===== config.mk =====
export PLATFORM = sky130hd
export DESIGN_NAME = i2c_arbiter
export DESIGN_NICKNAME = d
export VERILOG_FILES = /design/src/rtl/i2c_arb_pkg.sv /design/src/rtl/i2c_arb_rr.sv /design/src/rtl/i2c_arbiter.sv
export SDC_FILE = /design/constraint.sdc
export NUM_CORES = 1
export LEC_CHECK = 0
export ABC_AREA = 1
export CAP_MARGIN = 20
export CORE_UTILIZATION = 40
export CTS_CLUSTER_DIAMETER = 100
export DETAILED_ROUTE_END_ITERATION = 8
export GPL_ROUTABILITY_DRIVEN = 0
export PLACE_DENSITY = 0.77
export SLEW_MARGIN = 40
export SYNTH_ARGS = -nofsm -noshare
export SYNTH_HDL_FRONTEND = slang
export SYNTH_SLANG_ARGS = --single-unit
export TNS_END_PERCENT = 5

===== constraint.sdc =====
create_clock -name clk -period 2.6 [get_ports clk]
set_input_delay 0.52 -clock clk [delete_from_list [all_inputs] [get_ports clk]]
set_output_delay 0.52 -clock clk [all_outputs]
set_load 0.05 [all_outputs]

===== src/rtl/i2c_arb_pkg.sv =====
// Shared types and sizes for the two-requester I2C core arbiter.
// Pure definitions: no latency, no flow control.
package i2c_arb_pkg;

    localparam int N_REQ           = 2;
    localparam int DEV_W           = 7;
    localparam int BYTE_W          = 8;
    localparam int TMO_W           = 16;
    localparam int TIMEOUT_CYC_DEF = 65535;

    typedef enum logic [1:0] {
        ST_IDLE    = 2'd0,
        ST_ISSUE   = 2'd1,
        ST_WAIT    = 2'd2,
        ST_RELEASE = 2'd3
    } arb_state_t;

    // Pointer value that favours the requester after the given one-hot owner.
    function automatic logic next_ptr(input logic [N_REQ-1:0] owner);
        return owner[0];
    endfunction

endpackage


===== src/rtl/i2c_arb_rr.sv =====
// Two-way round-robin pick (combinational) and priority pointer (registered).
// Pointer moves only on advance; no backpressure.
module i2c_arb_rr
    import i2c_arb_pkg::*;
(
    input  logic             clk,
    input  logic             rst,
    input  logic [N_REQ-1:0] req,
    input  logic             advance,
    input  logic [N_REQ-1:0] owner,
    output logic [N_REQ-1:0] pick
);

    // ptr = 0: requester 0 has priority on a tie; 1: requester 1.
    logic ptr;

    always_ff @(posedge clk or posedge rst) begin
        if (rst) begin
            ptr <= 1'b0;
        end else if (advance && (owner != '0)) begin
            ptr <= next_ptr(owner);
        end
    end

    always_comb begin
        pick = req;
        if (req == 2'b11) begin
            pick = ptr ? 2'b10 : 2'b01;
        end
    end

endmodule


===== src/rtl/i2c_arbiter.sv =====
// Shares one I2C core between two requesters: IDLE -> ISSUE -> WAIT -> RELEASE.
// Grant one edge after arbitration; responses forwarded with one registered cycle; WAIT bounded by a timeout.
module i2c_arbiter
    import i2c_arb_pkg::*;
#(
    parameter int TIMEOUT_CYC = TIMEOUT_CYC_DEF,
    parameter int SWAP_RD     = 0
) (
    input  logic              clk,
    input  logic              rst,

    input  logic              rqt_0,
    input  logic              cmd_0,
    input  logic [DEV_W-1:0]  addr_dev_0,
    input  logic [BYTE_W-1:0] addr_reg_H_0,
    input  logic [BYTE_W-1:0] addr_reg_L_0,
    input  logic [BYTE_W-1:0] data_wr_H_0,
    input  logic [BYTE_W-1:0] data_wr_L_0,
    output logic [BYTE_W-1:0] data_rd_0,
    output logic              data_rdy_0,
    output logic              done_0,
    output logic              err_0,

    input  logic              rqt_1,
    input  logic              cmd_1,
    input  logic [DEV_W-1:0]  addr_dev_1,
    input  logic [BYTE_W-1:0] addr_reg_H_1,
    input  logic [BYTE_W-1:0] addr_reg_L_1,
    input  logic [BYTE_W-1:0] data_wr_H_1,
    input  logic [BYTE_W-1:0] data_wr_L_1,
    output logic [BYTE_W-1:0] data_rd_1,
    output logic              data_rdy_1,
    output logic              done_1,
    output logic              err_1,

    output logic              core_rqt,
    output logic              core_cmd,
    output logic [DEV_W-1:0]  core_addr_dev,
    output logic [BYTE_W-1:0] core_addr_reg_H,
    output logic [BYTE_W-1:0] core_addr_reg_L,
    output logic [BYTE_W-1:0] core_data_wr_H,
    output logic [BYTE_W-1:0] core_data_wr_L,
    input  logic [BYTE_W-1:0] core_data_rd,
    input  logic              core_data_rdy,
    input  logic              core_done,

    output logic [N_REQ-1:0]  grant
);

    localparam logic [TMO_W:0] TMO_LIM = TIMEOUT_CYC[TMO_W:0];

    // Read-byte swapping is reserved for a later revision and has no effect.
    if (SWAP_RD != 0) begin : g_swap_rd_rsvd
    end

    arb_state_t         state;
    arb_state_t         state_nxt;
    logic [N_REQ-1:0]   pick;
    logic               arm;
    logic [TMO_W-1:0]   tmo_cnt;
    logic [TMO_W:0]     tmo_inc;
    logic               tmo_hit;
    logic               take;

    i2c_arb_rr u_rr (
        .clk     (clk),
        .rst     (rst),
        .req     ({rqt_1, rqt_0}),
        .advance (state == ST_RELEASE),
        .owner   (grant),
        .pick    (pick)
    );

    // arm holds off arbitration for one edge after reset release.
    assign take    = (state == ST_IDLE) && arm && (pick != '0);
    assign tmo_inc = {1'b0, tmo_cnt} + {{TMO_W{1'b0}}, 1'b1};
    assign tmo_hit = (tmo_inc >= TMO_LIM);

    always_ff @(posedge clk or posedge rst) begin
        if (rst) begin
            state <= ST_IDLE;
        end else begin
            state <= state_nxt;
        end
    end

    always_comb begin
        state_nxt = state;
        case (state)
            ST_IDLE:    if (take) state_nxt = ST_ISSUE;
            ST_ISSUE:   state_nxt = ST_WAIT;
            ST_WAIT:    if (core_done || tmo_hit) state_nxt = ST_RELEASE;
            ST_RELEASE: state_nxt = ST_IDLE;
            default:    state_nxt = ST_IDLE;
        endcase
    end

    always_ff @(posedge clk or posedge rst) begin
        if (rst) begin
            arm             <= 1'b0;
            grant           <= '0;
            tmo_cnt         <= '0;
            core_rqt        <= 1'b0;
            core_cmd        <= 1'b0;
            core_addr_dev   <= '0;
            core_addr_reg_H <= '0;
            core_addr_reg_L <= '0;
            core_data_wr_H  <= '0;
            core_data_wr_L  <= '0;
            data_rd_0       <= '0;
            data_rd_1       <= '0;
            data_rdy_0      <= 1'b0;
            data_rdy_1      <= 1'b0;
            done_0          <= 1'b0;
            done_1          <= 1'b0;
            err_0           <= 1'b0;
            err_1           <= 1'b0;
        end else begin
            arm        <= 1'b1;
            data_rdy_0 <= 1'b0;
            data_rdy_1 <= 1'b0;
            done_0     <= 1'b0;
            done_1     <= 1'b0;
            err_0      <= 1'b0;
            err_1      <= 1'b0;
            case (state)
                ST_IDLE: begin
                    if (take) begin
                        grant    <= pick;
                        core_rqt <= 1'b1;
                        if (pick[0]) begin
                            core_cmd        <= cmd_0;
                            core_addr_dev   <= addr_dev_0;
                            core_addr_reg_H <= addr_reg_H_0;
                            core_addr_reg_L <= addr_reg_L_0;
                            core_data_wr_H  <= data_wr_H_0;
                            core_data_wr_L  <= data_wr_L_0;
                        end else begin
                            core_cmd        <= cmd_1;
                            core_addr_dev   <= addr_dev_1;
                            core_addr_reg_H <= addr_reg_H_1;
                            core_addr_reg_L <= addr_reg_L_1;
                            core_data_wr_H  <= data_wr_H_1;
                            core_data_wr_L  <= data_wr_L_1;
                        end
                    end
                end
                ST_ISSUE: begin
                    tmo_cnt <= '0;
                end
                ST_WAIT: begin
                    data_rdy_0 <= core_data_rdy && grant[0];
                    data_rdy_1 <= core_data_rdy && grant[1];
                    if (core_data_rdy && grant[0]) data_rd_0 <= core_data_rd;
                    if (core_data_rdy && grant[1]) data_rd_1 <= core_data_rd;
                    // A completion in the timeout cycle is a success, not an error.
                    if (core_done) begin
                        core_rqt <= 1'b0;
                        done_0   <= grant[0];
                        done_1   <= grant[1];
                    end else if (tmo_hit) begin
                        core_rqt <= 1'b0;
                        done_0   <= grant[0];
                        done_1   <= grant[1];
                        err_0    <= grant[0];
                        err_1    <= grant[1];
                    end else begin
                        tmo_cnt <= tmo_inc[TMO_W-1:0];
                    end
                end
                ST_RELEASE: begin
                    grant   <= '0;
                    tmo_cnt <= '0;
                end
                default: begin
                    grant <= '0;
                end
            endcase
        end
    end

endmodule


==> results by group, run 1 <==
Finish
  – Most frequent cells in the layout: 158 x clkdlybuf4s50_1, 145 x nand2_1, 99 x o21ai_0
  – Nets@finish: between 700 and 800
  – Final core utilization: 0.601
  – Synth-to-layout area growth: 46.4%
  – Diodes inserted: 0
  – Final std cells w/o fill: a little over 800
  – Final Instance Area: between 0.006 and 0.007 sq mm
  – Ratio of cells with drive above 1 in the final layout: 0.0561
  – Most common cell after layout, fill and taps aside: clkdlybuf4s50_1

Clock network
  – CTS root buf: clkbuf_8
  – Num CTS Buffers: 9
  – Worst-path clk slew: approximately 0.090 ns
  – Sinks on Clock Net: 85
  – Hold_buf cts: 0
  – Worst-Skew Late Latency: roughly 0.36 ns
  – Total setup buffers inserted after CTS: 0
  – Max clock buf depth: 2
  – CTS tree: yes
  – # resized after CTS: 0
  – H-tree levels: 3

Synthesis
  – Complex-gate fraction of the synthesized area: 0.130
  – Post-synth EDFFs: 0
  – Register area share after synthesis: 0.506
  – Synth Area in XOR/XNOR: 0.00626
  – Post-Synth Simple-Gate Area: 0.275
  – Ys flop type: dfrtp_1
  – Mapped Avg Cell Area: approximately 7.8 sq um
  – Synth async-reset ratio: 1.00
  – Syn. warnings: 0
  – Synthesized area: roughly 0.0042 sq mm
  – Largest family of logic cells by synthesized area: simple AND/OR/NAND/NOR gates
  – Synthesized net count: 640
  – Synth cell types: 31
  – Mapped Cells: 539
  – Seq cells post-synth: 85
  – Post-synthesis adder-cell area fraction: 0.0209
  – Multiplexer share of the synthesized area: 0

Floorplanning
  – Row count: 37
  – DIE HEIGHT: 104 um
  – Initial Utilization: 0.411
  – Core Area: a little over 0.01 sq mm
  – Chip width: roughly 100 um
  – Top Ports: 159
  – Die ar.: about 0.011 sq mm

Timing
  – Post-route clock period utilization: 0.889
  – RSZ-0062 raised after global routing: no
  – Worst slew margin: 0.593
  – Max Slew Vio Count: 0
  – Setup TNS: 0 ns
  – Setup Skew: between 0.01 and 0.015 ns
  – Worst Tran Pin Value: 0.609 ns
  – Maximum clock rate: 0.433 GHz
  – # setup viols final: 0
  – Endpoints failing hold: 0
  – Final Critical Period: approximately 2.3 ns

Route
  – DRC Markers: 0
  – Mean routed wirelength per cell: around 14 um
  – Final ANT Viol Nets: 0
  – Via count: 4062
  – Vias per cell: a little under 5
  – TritonRoute pass-1 iters: 5
  – Drt initial violations: 170
  – Final wirelength: roughly 12000 um

Placement
  – PortBufs: between 150 and 200
  – Placed cell area: between 0.005 and 0.006 sq mm
  – Cells after DPL: between 800 and 900
  – DP HPWL: approximately 8400 um

Pwr
  – Power per Cell Area: 1150 mW/mm^2
  – Leakage: between 2 and 3 nW
  – Final Power: 7.10 mW
  – Peak VDD IR: just over 0.7 mV

Worst setup path
  – Critical path's top delay family: simple AND/OR/NAND/NOR gates
  – Critical Path RT: slightly below 3 ns
  – Worst path bufs/invs: 0
  – Worst r2r dst: tmo_cnt[2]
  – Crit. End Element: register
  – RR Startpoint: tmo_cnt[0]
  – Max stage delay cell, worst path: dfrtp_1
  – R2R depth: 15
  – CP endpoint: tmo_cnt[2]
  – Crit path cell chain: ha_1 -> nand2_1 -> nor2_4 -> nand3_1 -> nand2_1 -> nand2_1 -> nor2_1 -> nand2_1 -> nor2_2 -> nand2_2 -> nand3_4 -> nand2_4 -> nand2_4 -> nand2_1 -> nand2_1
  – Startpoint Class: register
  – Crit path from: tmo_cnt[0]
  – Crit path max fanout: 18
  – Stages on worst setup path: 15
  – CP peak stage delay: 0.47 ns
  – Critical path type: register to register
  – Data arrival time of the critical path: about 2.6 ns
  – Most used cell, CP: nand2_1
  – Flop2flop setup slack: roughly 0.29 ns

Outcome
  – Status: finished clean

Global route
  – Largest net degree at the start of global routing: 43
  – GRT Total Usage: 0.223
  – Global-route wire length before repair: around 19000 um
  – Initial antenna violation count: 0
  – Vias in the first global route: slightly above 4000
  – Remaining global-route overflow: 0

Min path
  – Worst Hold Class: register to register

Run
  – Number of max-cap violations: 0
## layer usage
| layer | wire (um) | GRT usage |
|---|---|---|
| met1 | 4770 | 0.260 |
| met2 | 5590 | 0.375 |
| met3 | 834 | 0.0639 |
| met5 | 0 | 0 |
| met4 | 414 | 0.111 |
## layout make-up
type	count	area, sq um
sequential	85	2130
clock inverter	6	78.8
clock buffer	10	138
multi-input combinational	389	1820
fill	900	4080
timing repair buffer	163	1660
inverter	42	161
tap	136	170
## synthesized netlist by cell type (2+ instances only)
master,n,area (sq um)
a21oi_1,6,30.0
and2_1,2,12.5
clkbuf_1,21,78.8
dfrtp_1,85,2130
ha_1,7,87.6
inv_1,40,150
nand2_1,145,544
nand2_4,2,22.5
nand3_1,28,140
nand4_1,5,31.3
nor2_1,70,263
nor2_2,5,31.3
nor2_4,2,22.5
nor3_1,3,15.0
nor4_1,2,12.5
o21ai_0,99,495
o22ai_1,2,12.5
xnor2_1,2,17.5
## registers in the layout, indices dropped and copies added, names as in the netlist, 2 cells and up
| name | flops |
|---|---|
| tmo_cnt | 16 |
| core_addr_reg_H | 8 |
| core_addr_reg_L | 8 |
| core_data_wr_H | 8 |
| core_data_wr_L | 8 |
| data_rd_0 | 8 |
| data_rd_1 | 8 |
| core_addr_dev | 7 |
| grant | 2 |
| state | 2 |
## metrics by stage
step | hold WS (ns) | setup slack (ns)
after floorplan | 0.468 | 0.632
after global placement | 0.464 | 0.287
after detailed placement | 0.475 | 0.301
after CTS | 0.498 | 0.281
after global routing | 0.505 | 0.0695
final | 0.492 | 0.289
## worst min path at each step
stage / slack [ns] / endpoint / depth (start not counted) / startpoint
after CTS: 0.50 / core_addr_dev[2] / 2 / core_addr_dev[2]
after detailed placement: 0.48 / core_data_wr_H[3] / 2 / core_data_wr_H[3]
final: 0.49 / core_data_wr_L[0] / 2 / core_data_wr_L[0]
after global routing: 0.51 / core_addr_dev[6] / 2 / core_addr_dev[6]
after global placement: 0.46 / core_addr_dev[6] / 2 / core_addr_dev[6]
after floorplan: 0.47 / tmo_cnt[15] / 2 / tmo_cnt[15]
## report_power, final
| part | switching, mW | total [mW] | internal (mW) |
|---|---|---|---|
| registers | 0.327 | 2.15 | 1.83 |
| logic | 2.67 | 3.93 | 1.26 |
| clock network | 0.526 | 1.02 | 0.491 |
| total | 3.52 | 7.10 | 3.57 |
## tightest hold or removal path: stages (launching register included)
cell     delay [ns]
dfrtp_1        0.35
nand2_1        0.05
o21ai_0        0.06
## cells by family (layout without fill, tap and decap cells)
logic type / count (synthesis) / in the layout
fa+ha+maj: 7 / 7
compound gates: 108 / 108
other cells: 1 / 1
simple gates: 270 / 270
buf+inv: 65 / 221
xor+xnor: 3 / 3
flops: 85 / 85
Note: power is estimated with default switching activity, not from simulation.
==> inputs of run 2 (changes only) <==
- CORE_MARGIN: unset -> 1
==> results of run 2 <==
The final DEF is identical to that of run 1; final timing and power are the same.
